<file path="src/rtl/fetch_stage_if.sv">
// Instruction-memory channel between the fetch stage (master) and imem (slave).
// Variable-latency req/ready handshake: data is valid in the cycle ready is high.
interface fetch_stage_if #(
    parameter int width = 32
);
    logic             imem_req;
    logic [width-1:0] imem_addr;
    logic             imem_ready;
    logic [width-1:0] imem_rdata;

    modport master (output imem_req, imem_addr, input imem_ready, imem_rdata);
    modport slave  (input imem_req, imem_addr, output imem_ready, imem_rdata);
endinterface

</file>
<file path="src/rtl/fetch_stage.sv">
// Instruction fetch with IF/ID pipeline register, decode-resolved redirect with
// one-bubble squash, drain of in-flight imem accesses, and saturating BJ counters.
module fetch_stage #(
    parameter int               width    = 32,
    parameter logic [width-1:0] RESET_PC = '0
) (
    input  logic             clk,
    input  logic             reset,
    input  logic             stall_F,
    input  logic             stall_D,
    input  logic             isBJ_D,
    input  logic             realBJ_D,
    input  logic [width-1:0] targetPC_D,
    fetch_stage_if.master    imem,
    output logic [width-1:0] pc_D,
    output logic [width-1:0] instr_D,
    output logic             valid_D,
    output logic [31:0]      bjCount,
    output logic [31:0]      takenCount
);
    typedef enum logic [1:0] {BOOT, FETCH, DRAIN} state_t;

    state_t           state;
    logic [width-1:0] pc_F;
    logic [width-1:0] redir_pc;
    logic             req;

    logic fetch_done;
    logic redirect;
    logic bj_seen;

    assign fetch_done = req && imem.imem_ready;
    assign redirect   = realBJ_D && valid_D && !stall_D;
    assign bj_seen    = isBJ_D && valid_D && !stall_D;

    // pc_F is left untouched during DRAIN, so it is still the address in flight.
    assign imem.imem_req  = req;
    assign imem.imem_addr = pc_F;

    // NOTE: every register here is written with <= so all branches see the
    // pre-edge values of valid_D, req and state regardless of statement order.
    always_ff @(posedge clk or posedge reset) begin
        if (reset) begin
            state      <= BOOT;
            req        <= 1'b0;
            pc_F       <= RESET_PC;
            redir_pc   <= '0;
            pc_D       <= '0;
            instr_D    <= '0;
            valid_D    <= 1'b0;
            bjCount    <= '0;
            takenCount <= '0;
        end else begin
            req <= 1'b1;
            if (state == BOOT) state <= FETCH;

            if (bj_seen && bjCount != 32'hFFFF_FFFF) bjCount <= bjCount + 32'd1;
            if (redirect && takenCount != 32'hFFFF_FFFF) takenCount <= takenCount + 32'd1;

            if (redirect) begin
                pc_D    <= '0;
                instr_D <= '0;
                valid_D <= 1'b0;
                if (!req || fetch_done) begin
                    pc_F  <= targetPC_D;
                    state <= FETCH;
                end else begin
                    // imem cannot be cancelled: park the target until the ack drains.
                    redir_pc <= targetPC_D;
                    state    <= DRAIN;
                end
            end else if (state == DRAIN && imem.imem_ready) begin
                pc_F  <= redir_pc;
                state <= FETCH;
                if (!stall_D) begin
                    pc_D    <= '0;
                    instr_D <= '0;
                    valid_D <= 1'b0;
                end
            end else if (!stall_D) begin
                if (fetch_done && !stall_F) begin
                    pc_D    <= pc_F;
                    instr_D <= imem.imem_rdata;
                    valid_D <= 1'b1;
                    pc_F    <= pc_F + width'(4);
                end else begin
                    pc_D    <= '0;
                    instr_D <= '0;
                    valid_D <= 1'b0;
                end
            end
            // With stall_D high, a completed fetch is dropped and pc_F re-requests it.
        end
    end
endmodule
</file>
<file path="src/flat_wrapper.sv">
// flat-port wrapper written by rule: the top's interface ports become plain ports
module fetch_stage_flat 
#(
    parameter int               width    = 32,
    parameter logic [width-1:0] RESET_PC = '0
)
  (clk, reset, stall_F, stall_D, isBJ_D, realBJ_D, targetPC_D, pc_D, instr_D, valid_D, bjCount, takenCount, imem_imem_req, imem_imem_addr, imem_imem_ready, imem_imem_rdata);
  fetch_stage_if #(.width(width)) imem_i ();
  input  logic clk;
  input  logic reset;
  input  logic stall_F;
  input  logic stall_D;
  input  logic isBJ_D;
  input  logic realBJ_D;
  input  logic [width-1:0] targetPC_D;
  output logic [width-1:0] pc_D;
  output logic [width-1:0] instr_D;
  output logic valid_D;
  output logic [31:0] bjCount;
  output logic [31:0] takenCount;
  output wire logic [$bits(imem_i.imem_req)-1:0] imem_imem_req;
  output wire logic [$bits(imem_i.imem_addr)-1:0] imem_imem_addr;
  input wire logic [$bits(imem_i.imem_ready)-1:0] imem_imem_ready;
  input wire logic [$bits(imem_i.imem_rdata)-1:0] imem_imem_rdata;
  assign imem_imem_req = imem_i.imem_req;
  assign imem_imem_addr = imem_i.imem_addr;
  assign imem_i.imem_ready = imem_imem_ready;
  assign imem_i.imem_rdata = imem_imem_rdata;
  fetch_stage #(.width(width), .RESET_PC(RESET_PC)) u_core (.clk(clk), .reset(reset), .stall_F(stall_F), .stall_D(stall_D), .isBJ_D(isBJ_D), .realBJ_D(realBJ_D), .targetPC_D(targetPC_D), .imem(imem_i), .pc_D(pc_D), .instr_D(instr_D), .valid_D(valid_D), .bjCount(bjCount), .takenCount(takenCount));
endmodule
</file>
<file path="config.mk">
export PLATFORM = sky130hd
export DESIGN_NAME = fetch_stage_flat
export DESIGN_NICKNAME = d
export VERILOG_FILES = /design/src/rtl/fetch_stage_if.sv /design/src/rtl/fetch_stage.sv /design/src/flat_wrapper.sv
export SDC_FILE = /design/constraint.sdc
export NUM_CORES = 1
export LEC_CHECK = 0
export CORE_MARGIN = 2
export CORE_UTILIZATION = 41
export CTS_CLUSTER_DIAMETER = 60
export DETAILED_ROUTE_END_ITERATION = 12
export PLACE_DENSITY = 0.8
export SYNTH_ARGS = -nofsm -noshare
export SYNTH_HDL_FRONTEND = slang
export SYNTH_SLANG_ARGS = --single-unit
</file>
<file path="constraint.sdc">
create_clock -name clk -period 9 [get_ports clk]
set_clock_uncertainty 0.2 [all_clocks]
set_input_delay 1.35 -clock clk [delete_from_list [all_inputs] [get_ports clk]]
set_output_delay 1.35 -clock clk [all_outputs]
set_load 0.05 [all_outputs]
</file>
Word-level counts from Yosys, hierarchy flattened
Index checks and enable logic that the tools add are counted. Widths: inputs -> output; s select.

Flip-flop bits (word level): 196. Output and inout bits: 162. Logic and storage cells: 60.

$add $sub $neg: 3. Eq/ne operators: 6. Multiplexer cells: 23. Bitwise logic cells: 1. Reductions and logical operators: 18.

Operator list (number): $mux 32 (14); $add 32x1->32 const B (2); $ne 32x32->1 const B (2); $add 32x3->32 const B (1); $logic_and 1x1->1 (9); $mux 2 (4); $reduce_bool 3->1 (2); $mux 1 (5); $logic_not 1->1 (3); $ne 3x1->1 const B (1); $reduce_and 3->1 (1); $eq 2x2->1 const B (1); $logic_not 2->1 (1); $ne 2x1->1 const B (1); $ne 2x2->1 const B (1); $reduce_and 2->1 (1); $logic_or 1x1->1 (1); $not 1->1 (1).

Longest topological paths before layout
Word-level depth: 6. Mapped depth: 9.

Least setup slack after synthesis
No wires, ideal clock.

Path type: in2reg. Start point: input realBJ_D. End point: register u_core.pc_F[28] (netlist: u_core.imem.imem_addr[28]). Setup time: 0.070 ns. Arrival: 2.781 ns. Setup slack: 5.949 ns. Stages: 9. Path buffers: 4. Cell sequence: and3b_1 -> clkbuf_1 -> nor2_1 -> and3_1 -> clkbuf_1 -> buf_2 -> buf_2 -> nand3_1 -> nand3_1.

Longest elaborated chain between the ends: 4.

RTL lines: start, declared (RTL line flat_wrapper.sv:14) `input logic realBJ_D;`; $logic_and 1x1->1 (*) (2 in a row) (RTL line fetch_stage.sv:33) `assign redirect = realBJ_D && valid_D && !stall_D;`; $ne 3x1->1 (no line) (tied with other cells); $reduce_and 3->1 (no line); end signal, assigned (RTL line fetch_stage.sv:65) `pc_F <= targetPC_D;`; end signal, assigned (RTL line fetch_stage.sv:73) `pc_F <= redir_pc;`; end signal, assigned (RTL line fetch_stage.sv:85) `pc_F <= pc_F + width'(4);`; end, declared (RTL line fetch_stage.sv:24) `logic [width-1:0] pc_F;`.

Every way passes the cells marked *; elsewhere a longest branch is shown, timed or not. A chain may end at the register's enable or synchronous reset.

Final worst setup path
Start point: input stall_D. End point: register u_core.redir_pc[20].

Longest elaborated chain between the ends: 3.

RTL lines: start, declared (RTL line flat_wrapper.sv:12) `input logic stall_D;`; $logic_not 1->1 (RTL line fetch_stage.sv:33); $logic_and 1x1->1 (RTL line fetch_stage.sv:33); $reduce_and 2->1 (no line); end signal, assigned (RTL line fetch_stage.sv:69) `redir_pc <= targetPC_D;`; end, declared (RTL line fetch_stage.sv:25) `logic [width-1:0] redir_pc;`.

No other way between the ends.

==> impl_metrics.json <==
{
  "start_util_pct": 42.0,
  "synthTopCellsByArea": "dfrtp_1 (55%), a22o_1 (6.3%), mux2_2 (4.2%), xnor2_1 (3.9%), xor2_1 (3.0%)",
  "drive_gt1_share_pct": 8.33,
  "diodes": 0,
  "dpl.cell_count": 1289,
  "drtIter0Drc": 596,
  "num_vias": 7570,
  "yosys_warnings": 0,
  "synth_top_cell_by_area": "dfrtp_1",
  "path_clk_slew_ps": 70,
  "worstSkewPairLatency_ps": 440,
  "pre_cts_ws_ps": 4350,
  "cts_buffers": 17,
  "gp_congestion": 0.874,
  "die_h_um": 151,
  "clock_tree.buffer_depth": 2,
  "holdPathEnd": "u_core.pc_D[22]",
  "r2r_end": "u_core.redir_pc[20]",
  "num-nets-final": 1107,
  "drtPass1Iterations": 7,
  "synth-simple-area-share_pct": 16.3,
  "timing.final.ws_setup_ps": 4750,
  "worstMarginPinSlew_ps": 1240,
  "routedWlPerCell_um": 19.3,
  "die_x_um": 151,
  "drc": 0,
  "rsz0062_at_grt": "no",
  "synth_common_cells": "dfrtp_1 (196), a22o_1 (64), nand2_1 (64)",
  "grt.overflow.total": 0,
  "ir_drop_mv": 0.117,
  "synthToLayoutAreaGrowth_pct": 35.2,
  "io_pins": 233,
  "antenna_found_initial": 0,
  "regToRegStartpoint": "u_core.valid_D",
  "grt_pass1_vias": 7437,
  "hold_buffers": 0,
  "ys_ff_latch": 196,
  "synthMuxAreaShare_pct": 4.46,
  "clock_sinks": 196,
  "synthAdderAreaFrac_pct": 0.422,
  "synth_compound_area_share_pct": 14.2,
  "reg2regPathDepth": 4,
  "wl_mm": 25.5,
  "clock.fmax_ghz": 0.235,
  "fin_crit_ps": 4250,
  "leakage_nw": 5.22,
  "synth_edf_count": 0,
  "power_mw": 2.28,
  "h-tree-depth": 4,
  "grt_pass1_wl_mm": 39.9,
  "die_area_um2": 22900,
  "fp.coreArea_um2": 21200,
  "period_share_pct": 47.2,
  "netlist_area_um2": 8880,
  "ant_nets": 0,
  "critPathMaxFanout": 70,
  "min_path_type": "reg2reg",
  "fin_area_um2": 12000,
  "max_slew_margin_pct": 17.3,
  "crit_arrival_ps": 4370,
  "post_cts_resized": 0,
  "synth-seq-area-share_pct": 55.2,
  "yosys.area_share.xor_xnor_pct": 6.90,
  "setup_violations": 0,
  "required_ps": 9120,
  "hold_viol_final": 0,
  "track_usage_pct": 22.4,
  "hold_start": "u_core.pc_D[22]",
  "power_density_nw_per_um2": 190,
  "vias_per_cell": 5.73,
  "synth_top_area_share_pct": 55.2,
  "post-cts-setup-buffers": 0,
  "start_kind": "input port",
  "avgSynthCellArea_um2": 10.9,
  "fill_cells": 1768,
  "placed_cell_area_um2": 11400,
  "setup_tns_ps": 0,
  "async_flop_share_pct": 100,
  "synth_top_family_by_area": "simple AND/OR/NAND/NOR gates",
  "netlist_instances": 815,
  "synth_top_flop_cell": "dfrtp_1",
  "slew_violations": 0,
  "end_kind": "register",
  "final_cells": 1320,
  "rows": 53,
  "crit_type": "in2reg",
  "dp_hpwl_mm": 18.1,
  "outcome": "finished, final reports clean",
  "yosysUniqueCellTypes": 60,
  "synth_nets": 889,
  "ff2ff_setup_slack_ps": 5830,
  "max_cap_viol_count": 0,
  "synth.most_common_cell": "dfrtp_1",
  "grt_max_degree": 134,
  "cts_root_buffer": "clkbuf_16",
  "portBuffers": 232,
  "worstHoldPathCells": 2,
  "cts_tree": "done"
}
[power by group]
part / switching [mW] / total (mW) / leakage [nW] / internal (mW)
Combinational: 0.303 / 0.489 / 2.30 / 0.187
Sequential: 0.101 / 1.05 / 2.65 / 0.951
Clock: 0.367 / 0.737 / 0.276 / 0.370
Total: 0.771 / 2.28 / 5.22 / 1.51
[worst max path at each step]
stage            start  slack [ps]                   to  cells past startpoint
2_1_floorplan    reset        2110    u_core.bjCount[0]                      1
3_3_place_gp   stall_D        4480  u_core.redir_pc[20]                      6
3_5_place_dp   stall_D        4350   u_core.redir_pc[1]                      6
4_1_cts        stall_D        4820   u_core.redir_pc[1]                      6
5_1_grt        stall_D        4620  u_core.redir_pc[11]                      6
6_report       stall_D        4750  u_core.redir_pc[20]                      6
[layer usage]
layer,GRT usage (%),vias up,part of all wire (%)
met3,5.33,36,8.5
met5,0,-,0
li1,-,3418,-
met4,6.21,0,1.4
met1,29.9,3769,41
met2,36.7,347,49
[stage by stage]
step / utilization [%] / hold WS, ps
6_report: 56.8 / 284
5_1_grt: 56.8 / 311
4_1_cts: 56.8 / 291
3_5_place_dp: 54.1 / 274
3_3_place_gp: 54.1 / 264
2_1_floorplan: - / 251
[cell type report]
class	count	area, um2	area share [%]
clock inverter	13	135	1.13
multi-input combinational	566	3770	31.4
tap	275	344	2.86
inverter	12	52.6	0.438
timing repair buffer	240	2380	19.8
sequential	196	4900	40.8
clock buffer	18	429	3.57
[cells by family (layout without fill, tap and decap cells)]
logic type | Yosys count | in the layout
other cells | 1 | 1
buf+inv | 53 | 283
flops | 196 | 196
compound gates | 175 | 175
fa+ha+maj | 3 | 3
xor+xnor | 70 | 70
mux | 35 | 35
simple gates | 282 | 282
[state kept, by name, indices dropped and copies added, names as in the netlist]
register and flops:
u_core.bjCount 32, u_core.imem.imem_addr 32, u_core.instr_D 32, u_core.pc_D 32, u_core.redir_pc 32, u_core.takenCount 32, u_core.state 2, u_core.imem.imem_req 1
u_core.valid_D 1
[critical path, stage by stage]
cell and delay [ps]:
buf_2 90, buf_4 320, nand3b_1 660, nor2_2 1140, buf_4 380, mux2_2 360
[layout by cell type, fill, tap and decap left out, types with 27 or more instances in the layout]
cell type        count
a21oi_1             27
nand3_1             47
xor2_1              30
nand2_1             64
clkdlybuf4s50_1    231
dfrtp_1            196
xnor2_1             40
o21ai_0             34
nor2_1              61
mux2_2              33
nand4_1             31
a22o_1              64
No activity file was read; power rests on OpenSTA's default activity.
